[config.mk]
export PLATFORM = sky130hd
export DESIGN_NAME = ghash_sequencer_fsm
export DESIGN_NICKNAME = d
export VERILOG_FILES = /design/src/rtl/ghash_ctrl_pkg.sv /design/src/rtl/ghash_latency_timer.sv /design/src/rtl/ghash_sequencer_fsm.sv
export SDC_FILE = /design/constraint.sdc
export NUM_CORES = 1
export LEC_CHECK = 0
export BUFFER_PORTS_ARGS = -buffer_cell sky130_fd_sc_hd__buf_2
export CORE_AREA = 2 2 76 107
export CTS_CLUSTER_SIZE = 25
export DETAILED_ROUTE_END_ITERATION = 6
export DIE_AREA = 0 0 78 109
export MAX_ROUTING_LAYER = met4
export PLACE_DENSITY_LB_ADDON = 0.08
export SYNTH_ARGS = -nofsm -noshare
export SYNTH_HDL_FRONTEND = slang
export SYNTH_SLANG_ARGS = --single-unit
[constraint.sdc]
create_clock -name i_clock -period 2.61 [get_ports i_clock]
set_clock_uncertainty 0.1 [all_clocks]
set_input_delay 0.261 -clock i_clock [delete_from_list [all_inputs] [get_ports i_clock]]
set_output_delay 0.261 -clock i_clock [all_outputs]
set_load 0.005 [all_outputs]
[src/rtl/ghash_ctrl_pkg.sv]
// Shared encodings for the GHASH control path: FSM state codes and
// GHASH input-mux select codes.
package ghash_ctrl_pkg;

   typedef enum logic [2:0] {
      ST_IDLE     = 3'd0,
      ST_WAIT_BLK = 3'd1,
      ST_MULT     = 3'd2,
      ST_LEN      = 3'd3,
      ST_FINISH   = 3'd4
   } state_t;

   localparam logic [1:0] SEL_AAD  = 2'd0;
   localparam logic [1:0] SEL_TXT  = 2'd1;
   localparam logic [1:0] SEL_LEN  = 2'd2;
   localparam logic [1:0] SEL_ZERO = 2'd3;

   // Unused codes 5-7 count as idle, so they never report busy.
   function automatic logic is_busy_state(input state_t s);
      case (s)
         ST_WAIT_BLK, ST_MULT, ST_LEN, ST_FINISH: return 1'b1;
         default:                                return 1'b0;
      endcase
   endfunction

endpackage

[src/rtl/ghash_latency_timer.sv]
// Multiplier latency timer: counts 0..limit while enabled, wraps to 0 on the
// cycle it reports done.
module ghash_latency_timer #(
   parameter int NB_TIMER = 3
) (
   input  logic                i_clock,
   input  logic                i_reset,
   input  logic                i_enable,
   input  logic                i_clear,
   input  logic [NB_TIMER-1:0] i_limit,
   output logic                o_done
);

   logic [NB_TIMER-1:0] r_count;

   assign o_done = (r_count == i_limit);

   // Latency counter, frozen when neither clear nor enable is asserted.
   always_ff @(posedge i_clock or posedge i_reset) begin
      if (i_reset) begin
         r_count <= {NB_TIMER{1'b0}};
      end else if (i_clear) begin
         r_count <= {NB_TIMER{1'b0}};
      end else if (i_enable) begin
         if (o_done) begin
            r_count <= {NB_TIMER{1'b0}};
         end else begin
            r_count <= r_count + NB_TIMER'(1);
         end
      end
   end

endmodule

[src/rtl/ghash_sequencer_fsm.sv]
// GHASH control FSM: walks AAD then text blocks through the shared
// multiplier, finishes with the length block and flags the final tag.
module ghash_sequencer_fsm
   import ghash_ctrl_pkg::*;
#(
   parameter int NB_STATE     = 3,
   parameter int NB_AAD_CNT   = 8,
   parameter int NB_TXT_CNT   = 8,
   parameter int MULT_LATENCY = 4,
   parameter int NB_TIMER     = 3
) (
   input  logic                  i_clock,
   input  logic                  i_reset,
   input  logic                  i_valid,
   input  logic                  i_start,
   input  logic [NB_AAD_CNT-1:0] i_n_aad_blocks,
   input  logic [NB_TXT_CNT-1:0] i_n_txt_blocks,
   input  logic                  i_block_valid,
   output logic                  o_block_ready,
   output logic [1:0]            o_sel,
   output logic                  o_mult_load,
   output logic                  o_acc_clear,
   output logic                  o_acc_enable,
   output logic                  o_tag_valid,
   output logic                  o_busy,
   output logic [NB_STATE-1:0]   o_state
);

   localparam logic [NB_TIMER-1:0] TIMER_LIMIT = NB_TIMER'(MULT_LATENCY - 1);

   state_t                r_state;
   state_t                w_next_state;
   logic [NB_AAD_CNT-1:0] r_n_aad;
   logic [NB_TXT_CNT-1:0] r_n_txt;
   logic [NB_AAD_CNT-1:0] r_aad_cnt;
   logic [NB_TXT_CNT-1:0] r_txt_cnt;
   logic                  r_len_done;
   logic [1:0]            r_sel;

   logic       w_is_aad;
   logic       w_more;
   logic       w_accept;
   logic       w_blk_load;
   logic       w_len_load;
   logic       w_ready;
   logic       w_acc_enable;
   logic       w_tag;
   logic [1:0] w_sel;
   logic       w_timer_done;
   logic       w_timer_enable;
   logic       w_timer_clear;

   assign w_is_aad = (r_aad_cnt != r_n_aad);
   assign w_more   = w_is_aad || (r_txt_cnt != r_n_txt);

   assign w_timer_enable = i_valid && (r_state == ST_MULT);
   assign w_timer_clear  = i_valid && (r_state != ST_MULT);

   ghash_latency_timer #(
      .NB_TIMER (NB_TIMER)
   ) u_timer (
      .i_clock  (i_clock),
      .i_reset  (i_reset),
      .i_enable (w_timer_enable),
      .i_clear  (w_timer_clear),
      .i_limit  (TIMER_LIMIT),
      .o_done   (w_timer_done)
   );

   // State register; i_valid low freezes the FSM.
   always_ff @(posedge i_clock or posedge i_reset) begin
      if (i_reset) begin
         r_state <= ST_IDLE;
      end else if (i_valid) begin
         r_state <= w_next_state;
      end
   end

   // Next-state and pulse decode; every pulse is gated by i_valid.
   always_comb begin
      w_next_state = r_state;
      w_sel        = SEL_ZERO;
      w_ready      = 1'b0;
      w_accept     = 1'b0;
      w_blk_load   = 1'b0;
      w_len_load   = 1'b0;
      w_acc_enable = 1'b0;
      w_tag        = 1'b0;
      case (r_state)
         ST_WAIT_BLK: begin
            w_ready = i_valid;
            w_sel   = w_is_aad ? SEL_AAD : SEL_TXT;
            if (i_valid && i_block_valid) begin
               w_blk_load   = 1'b1;
               w_next_state = ST_MULT;
            end else begin
               w_next_state = ST_WAIT_BLK;
            end
         end
         ST_MULT: begin
            w_sel = r_sel;
            if (i_valid && w_timer_done) begin
               w_acc_enable = 1'b1;
               if (w_more) begin
                  w_next_state = ST_WAIT_BLK;
               end else if (!r_len_done) begin
                  w_next_state = ST_LEN;
               end else begin
                  w_next_state = ST_FINISH;
               end
            end else begin
               w_next_state = ST_MULT;
            end
         end
         ST_LEN: begin
            w_sel = SEL_LEN;
            if (i_valid) begin
               w_len_load   = 1'b1;
               w_next_state = ST_MULT;
            end else begin
               w_next_state = ST_LEN;
            end
         end
         ST_FINISH: begin
            if (i_valid) begin
               w_tag        = 1'b1;
               w_next_state = ST_IDLE;
            end else begin
               w_next_state = ST_FINISH;
            end
         end
         default: begin
            // ST_IDLE and the unused codes share idle behaviour.
            if (i_valid && i_start) begin
               w_accept = 1'b1;
               if ((i_n_aad_blocks != {NB_AAD_CNT{1'b0}}) ||
                   (i_n_txt_blocks != {NB_TXT_CNT{1'b0}})) begin
                  w_next_state = ST_WAIT_BLK;
               end else begin
                  w_next_state = ST_LEN;
               end
            end else begin
               w_next_state = ST_IDLE;
            end
         end
      endcase
   end

   // Job bookkeeping: latched counts, block counters, length flag, mux hold.
   always_ff @(posedge i_clock or posedge i_reset) begin
      if (i_reset) begin
         r_n_aad    <= {NB_AAD_CNT{1'b0}};
         r_n_txt    <= {NB_TXT_CNT{1'b0}};
         r_aad_cnt  <= {NB_AAD_CNT{1'b0}};
         r_txt_cnt  <= {NB_TXT_CNT{1'b0}};
         r_len_done <= 1'b0;
         r_sel      <= SEL_ZERO;
      end else if (w_accept) begin
         r_n_aad    <= i_n_aad_blocks;
         r_n_txt    <= i_n_txt_blocks;
         r_aad_cnt  <= {NB_AAD_CNT{1'b0}};
         r_txt_cnt  <= {NB_TXT_CNT{1'b0}};
         r_len_done <= 1'b0;
      end else if (w_blk_load) begin
         // Hold the select of the block in flight for the whole multiply.
         r_sel <= w_sel;
         if (w_is_aad) begin
            r_aad_cnt <= r_aad_cnt + NB_AAD_CNT'(1);
         end else begin
            r_txt_cnt <= r_txt_cnt + NB_TXT_CNT'(1);
         end
      end else if (w_len_load) begin
         r_sel      <= SEL_LEN;
         r_len_done <= 1'b1;
      end
   end

   assign o_block_ready = w_ready;
   assign o_sel         = w_sel;
   assign o_mult_load   = w_blk_load || w_len_load;
   assign o_acc_clear   = w_accept;
   assign o_acc_enable  = w_acc_enable;
   assign o_tag_valid   = w_tag;
   assign o_busy        = is_busy_state(r_state);
   assign o_state       = NB_STATE'(r_state);

endmodule
; Word-level counts from Yosys, hierarchy flattened
; Index checks and enable logic that the tools add are counted.
[classes]
add_sub_neg = 3
eq_ne = 10
n_mux = 34
bitwise = 1
n_reduce_logical = 20
[op_table]
columns = cell, n
row1 = $mux W8, 6
row2 = $mux W3, 7
row3 = $add A8 B1 Y8 const B, 2
row4 = $ne A8 B8 Y1, 2
row5 = $reduce_bool A8 Y1, 2
row6 = $mux W1, 15
row7 = $pmux W3 S4, 1
row8 = $reduce_bool A2 Y1, 5
row9 = $eq A3 B2 Y1 const B, 3
row10 = $mux W2, 4
row11 = $reduce_and A2 Y1, 4
row12 = $pmux W2 S3, 1
row13 = $logic_and A1 B1 Y1, 5
row14 = $ne A2 B2 Y1 const B, 2
row15 = $reduce_or A4 Y1, 1
row16 = $add A3 B1 Y3 const B, 1
row17 = $eq A3 B1 Y1 const B, 1
row18 = $eq A3 B3 Y1 const B, 1
row19 = $logic_or A1 B1 Y1, 3
row20 = $ne A3 B2 Y1 const B, 1
row21 = $not A1 Y1, 1
[word_totals]
register_bits = 41
input_bits = 21
out_inout_bits = 11
wordCells = 76

; Depth between registers and ports, before layout
[logic_depth]
ltp_word = 5
depth_mapped = 8
ltp_nobuf = 6

; Cells and area by module
; Synthesis repeated with hierarchy kept, for this count alone.
[unflattened]
hier_cells = 265
hier_area_um2 = 2312.2
[modules_own_cells]
columns = mod, instances, cells_per_inst, area_per_inst_um2, seq_area_each_um2
row1 = ghash_sequencer_fsm, 1, 244, 2122.0, 953.4
row2 = ghash_latency_timer, 1, 21, 190.2, 75.1

; Worst setup path after synthesis
; No wires, ideal clock.
[synth_timing]
path_kind = reg-to-reg
start = register r_state[1], in the netlist o_state[1]
end = register r_aad_cnt[5]
setup_ns = 0.073
arrival_ns = 1.655
required_ns = 2.437
slack_ns = 0.782
stages_incl_launch_ff = 6
synth_period_minus_slack_ns = 1.828
cell_sequence = dfrtp_1 and4bb_2 nand2_2 o21bai_4 or4_4 a21oi_2
[synth_between]
elab_chain_len = 5
[synth_lines]
columns = item, line_no
row1 = "start, declared", ghash_sequencer_fsm.sv:31  ; state_t r_state;
row2 = "start signal, assigned", ghash_sequencer_fsm.sv:75  ; r_state <= w_next_state;
row3 = "$eq A3 B2 Y1, or another cell as far along", ghash_sequencer_fsm.sv:89  ; case (r_state)
row4 = $reduce_or A4 Y1 (no line), -
row5 = $mux W1, ghash_sequencer_fsm.sv:89
row6 = $reduce_bool A2 Y1 (no line), -
row7 = $reduce_and A2 Y1 (no line), -
row8 = "end signal, assigned", ghash_sequencer_fsm.sv:154  ; r_aad_cnt <= {NB_AAD_CNT{1'b0}};
row9 = "end signal, assigned", ghash_sequencer_fsm.sv:161  ; r_aad_cnt <= {NB_AAD_CNT{1'b0}};
row10 = "end signal, assigned", ghash_sequencer_fsm.sv:168  ; r_aad_cnt <= r_aad_cnt + NB_AAD_CNT'(1);
row11 = "end, declared", ghash_sequencer_fsm.sv:35  ; logic [NB_AAD_CNT-1:0] r_aad_cnt;
; Several ways; a longest one is shown, not always the timed one.
; A chain may end at the register's enable or synchronous reset.

; Worst setup path after layout
[layout_timing]
start = register r_state[0], in the netlist o_state[0]
end = output port o_acc_clear
[layout_between]
elab_chain_len = 3
[layout_lines]
columns = item, line_no
row1 = "$eq A3 B2 Y1, or another cell as far along", ghash_sequencer_fsm.sv:89
row2 = $reduce_or A4 Y1 (no line) *, -
row3 = $mux W1 *, ghash_sequencer_fsm.sv:89
row4 = "end, declared", ghash_sequencer_fsm.sv:22  ; output logic o_acc_clear,
; Mark *: on every way between the ends. The rest lies on a longest branch, timed or not.

==> reports/summary.md <==
* **outcome** complete, but fails checks
* **violations in the final reports** hold timing
* **dominant cell type by area after synthesis** sky130_fd_sc_hd__dfrtp_1
* **Critical Path Slowest Stage Cell** sky130_fd_sc_hd__dfrtp_1
* **cell types occupying the most area after synthesis** sky130_fd_sc_hd__dfrtp_1, sky130_fd_sc_hd__nand2_1, sky130_fd_sc_hd__xnor2_1
* **Worst Setup End Kind** output port
* **sinks on the clock net** 41
* **Die Outline Area** 0.00850 sq mm
* **sequential area share after synthesis** 46.2%
* **final estimated routing congestion in global placement** 0.693
* **relative area change from synthesis to final layout** 15.9%
* **transition at the pin with the smallest max-transition slack** 0.553 ns
* **level count of the clock H-tree** 2
* **global-route wire length before repair** 9450 um
* **achievable clock frequency** 0.436 GHz
* **post-cts resize count** 0
* **instance area after placement** 0.00250 sq mm
* **Worst Reg-to-Reg Cells** 5
* **arrival time reported for the critical path endpoint** 1.93 ns
* **height of the chip** 109 um
* **Critical Path Sink** o_acc_clear
* **cts bufs inserted** 5
* **DR vias/cell** 4.73
* **via count of the first global-routing pass** 1801
* **DRC errors left** 0
* **worst-case register-to-register setup slack** 0.49 ns
* **GRT Total Usage** 14.9%
* **cell area after layout** 0.00258 sq mm
* **fraction of post-synthesis cell area in the top cell type by area** 43.8%
* **root cell of the clock tree** sky130_fd_sc_hd__clkbuf_8
* **Worst R2R End** r_aad_cnt[5]$_DFFE_PP0P_
* **number of nets in the layout** 300
* **reg2reg start** o_state[2]$_DFFE_PP0P_
* **flops & latches, synth** 41
* **Hold/Removal Path Class** primary input to asynchronous set/reset pin
* **Die Span X** 78 um
* **antenna violations before repair** 0
* **final global-route overflow total** 0
* **clock tree from TritonCTS** built
* **static leakage power** 1.16 nW
* **final hold slack** -0.00304 ns
* **Final Max Tran Viols** 0
* **unrepaired setup endpoints after global routing** false
* **core region area** 0.00761 sq mm
* **required time worst endpoint** 2.25 ns
* **post-synthesis net count** 267
* **critical path class** flip-flop to output port
* **setup violation total in the final timing report** 0
* **drt first-iter violations** 65
* **commonest cells after routing, fill and taps aside** sky130_fd_sc_hd__nand2_1, sky130_fd_sc_hd__dfrtp_1, sky130_fd_sc_hd__buf_2
* **aggregate routed wire length** 5760 um
* **min Tclk post-route** 2.29 ns
* **peak fanout along the critical path** 16
* **first element of the critical path** o_state[0]$_DFFE_PP0P_
* **number of nets with antenna violations after routing** 0
* **number of vias in the routed layout** 1785
* **number of antenna diodes** 0
* **clk_lat worst skew** 0.29 ns
* **mean instance size in the synthesized netlist** 9.16 sq um
* **DRT Pass-1 Iters** 4
* **Routed WL per cell** 15.3 um
* **post-synthesis instance area** 0.00223 sq mm
* **delay of the slowest critical-path stage** 0.59 ns
* **standard-cell row count** 38
* **number of hold-repair buffers added at the cts stage** 0
* **pin count of the biggest net entering global routing** 42
* **final-report hold violation count** 2
* **ratio of final minimum period to clock period** 87.9%
* **detailed-placement wirelength estimate** 4200 um
* **maximum buffer depth of the clock tree** 2
* **maximum resistive drop on vdd** 343 uV
* **Cell Chain, Critical Path** nor2_1, xnor2_1, or2_2, inv_2, buf_2
* **share of cells above drive strength 1** 21.3%
* **number of placed I/O pins** 32
* **power density over the cells** 829 mW/mm^2
* **number of standard cells after synthesis** 243
* **Startpoint Class** flip-flop
* **Post-synth EDFFs** 0
* **Port-buffer cells** 31
* **Crit path buffers/inverters** 2
* **setup_tns** 0 ns
* **headroom to the max-slew limit** 63.1%
* **max cap viols** 0
* **total stage count of the critical path** 5
* **Largest delay share family, worst path** flip-flops
* **top_reg_cell synth** sky130_fd_sc_hd__dfrtp_1
* **distinct cell type count of the synthesized netlist** 48
* **number of warnings issued by yosys** 0
* **post-CTS setup buffer count** 0
* **share of flip-flops with an asynchronous set or reset after synthesis** 100%
* **most common cell after layout, fill and taps aside** sky130_fd_sc_hd__nand2_1
* **starting utilization of the core area** 29.3%
* **clock-pin slew on the worst setup and hold paths** 0.08 ns
-- cells in the mapped netlist (all sizes together) (2+ instances only) --
master,instances
buf,4
xnor2,20
or2,4
dfstp,2
nand3b,2
mux2i,4
ha,3
o31ai,3
nand3,8
a32o,2
a21o,3
nor3,4
o21ai,8
nor2,10
clkbuf,6
dfrtp,39
nand2b,3
o211ai,3
nor4,7
a22oi,2
and3,2
inv,8
a21oi,7
nor2b,2
nand2,66
or4,2
nand4,6
-- cell type report --
type                       count  area, sq um
inverter                       8         30.0
multi-input combinational    184         1120
clock buffer                   8         80.1
tap                          100          125
sequential                    41         1030
timing repair buffer          36          193
fill                         821         5030
-- cells by family after synthesis --
| logic type | count (synthesis) | synth area share, % |
|---|---|---|
| and+or+nand+nor | 121 | 27.4 |
| adders and majority gates | 3 | 1.69 |
| AOI/OAI and AO/OA | 36 | 11.7 |
| DFF | 41 | 46.2 |
| muxes | 4 | 1.80 |
| xor gates and xnor gates | 20 | 7.87 |
| buffers and inverters | 18 | 3.37 |
-- registers in the layout, indices dropped and copies added (netlist names) --
name             count
r_sel                2
r_n_aad              8
r_txt_cnt            8
u_timer.r_count      3
o_state              3
r_n_txt              8
r_len_done           1
r_aad_cnt            8
-- worst register-to-register path, stage by stage, from the launching register on --
cell	delay (ns)
sky130_fd_sc_hd__dfrtp_1	0.53
sky130_fd_sc_hd__and4bb_2	0.40
sky130_fd_sc_hd__nand2_2	0.09
sky130_fd_sc_hd__o21bai_4	0.25
sky130_fd_sc_hd__or4_4	0.55
sky130_fd_sc_hd__a21oi_2	0.13
-- per-layer routing --
metal	share of wire [%]	GRT usage [%]	wire length, um
met1	45	18.3	2600
met2	51	25.6	2950
met3	3.0	2.40	172
met4	0.68	4.14	39
met5	0	-	0
-- through the flow --
stage	hold slack (ns)	cells	utilization (%)	power, mW	setup slack (ns)
floorplan	0.266	243	-	1.52	0.782
global placement	0.334	369	32.8	1.76	0.542
detailed placement	0.342	369	32.8	1.76	0.500
CTS	0.0257	377	33.9	2.18	0.253
global route	0.0553	377	33.9	2.32	0.177
finish	-0.00304	377	33.9	2.14	0.316
-- worst min path at each step --
stage / start / to / cells after the start
3_5_place_dp: i_reset / r_n_aad[1]$_DFFE_PP0P_ / 3
2_1_floorplan: i_n_aad_blocks[0] / r_n_aad[0]$_DFFE_PP0P_ / 2
6_report: i_reset / r_n_aad[1]$_DFFE_PP0P_ / 3
4_1_cts: i_reset / r_n_txt[4]$_DFFE_PP0P_ / 3
5_1_grt: i_reset / r_n_aad[0]$_DFFE_PP0P_ / 3
3_3_place_gp: i_reset / r_n_aad[1]$_DFFE_PP0P_ / 3
-- report_power, final --
group	leakage (nW)	switching [mW]	internal (mW)
Clock	0.0395	0.215	0.190
Combinational	0.589	0.391	0.335
Sequential	0.528	0.177	0.829
No activity file was read; power rests on OpenSTA's default activity.
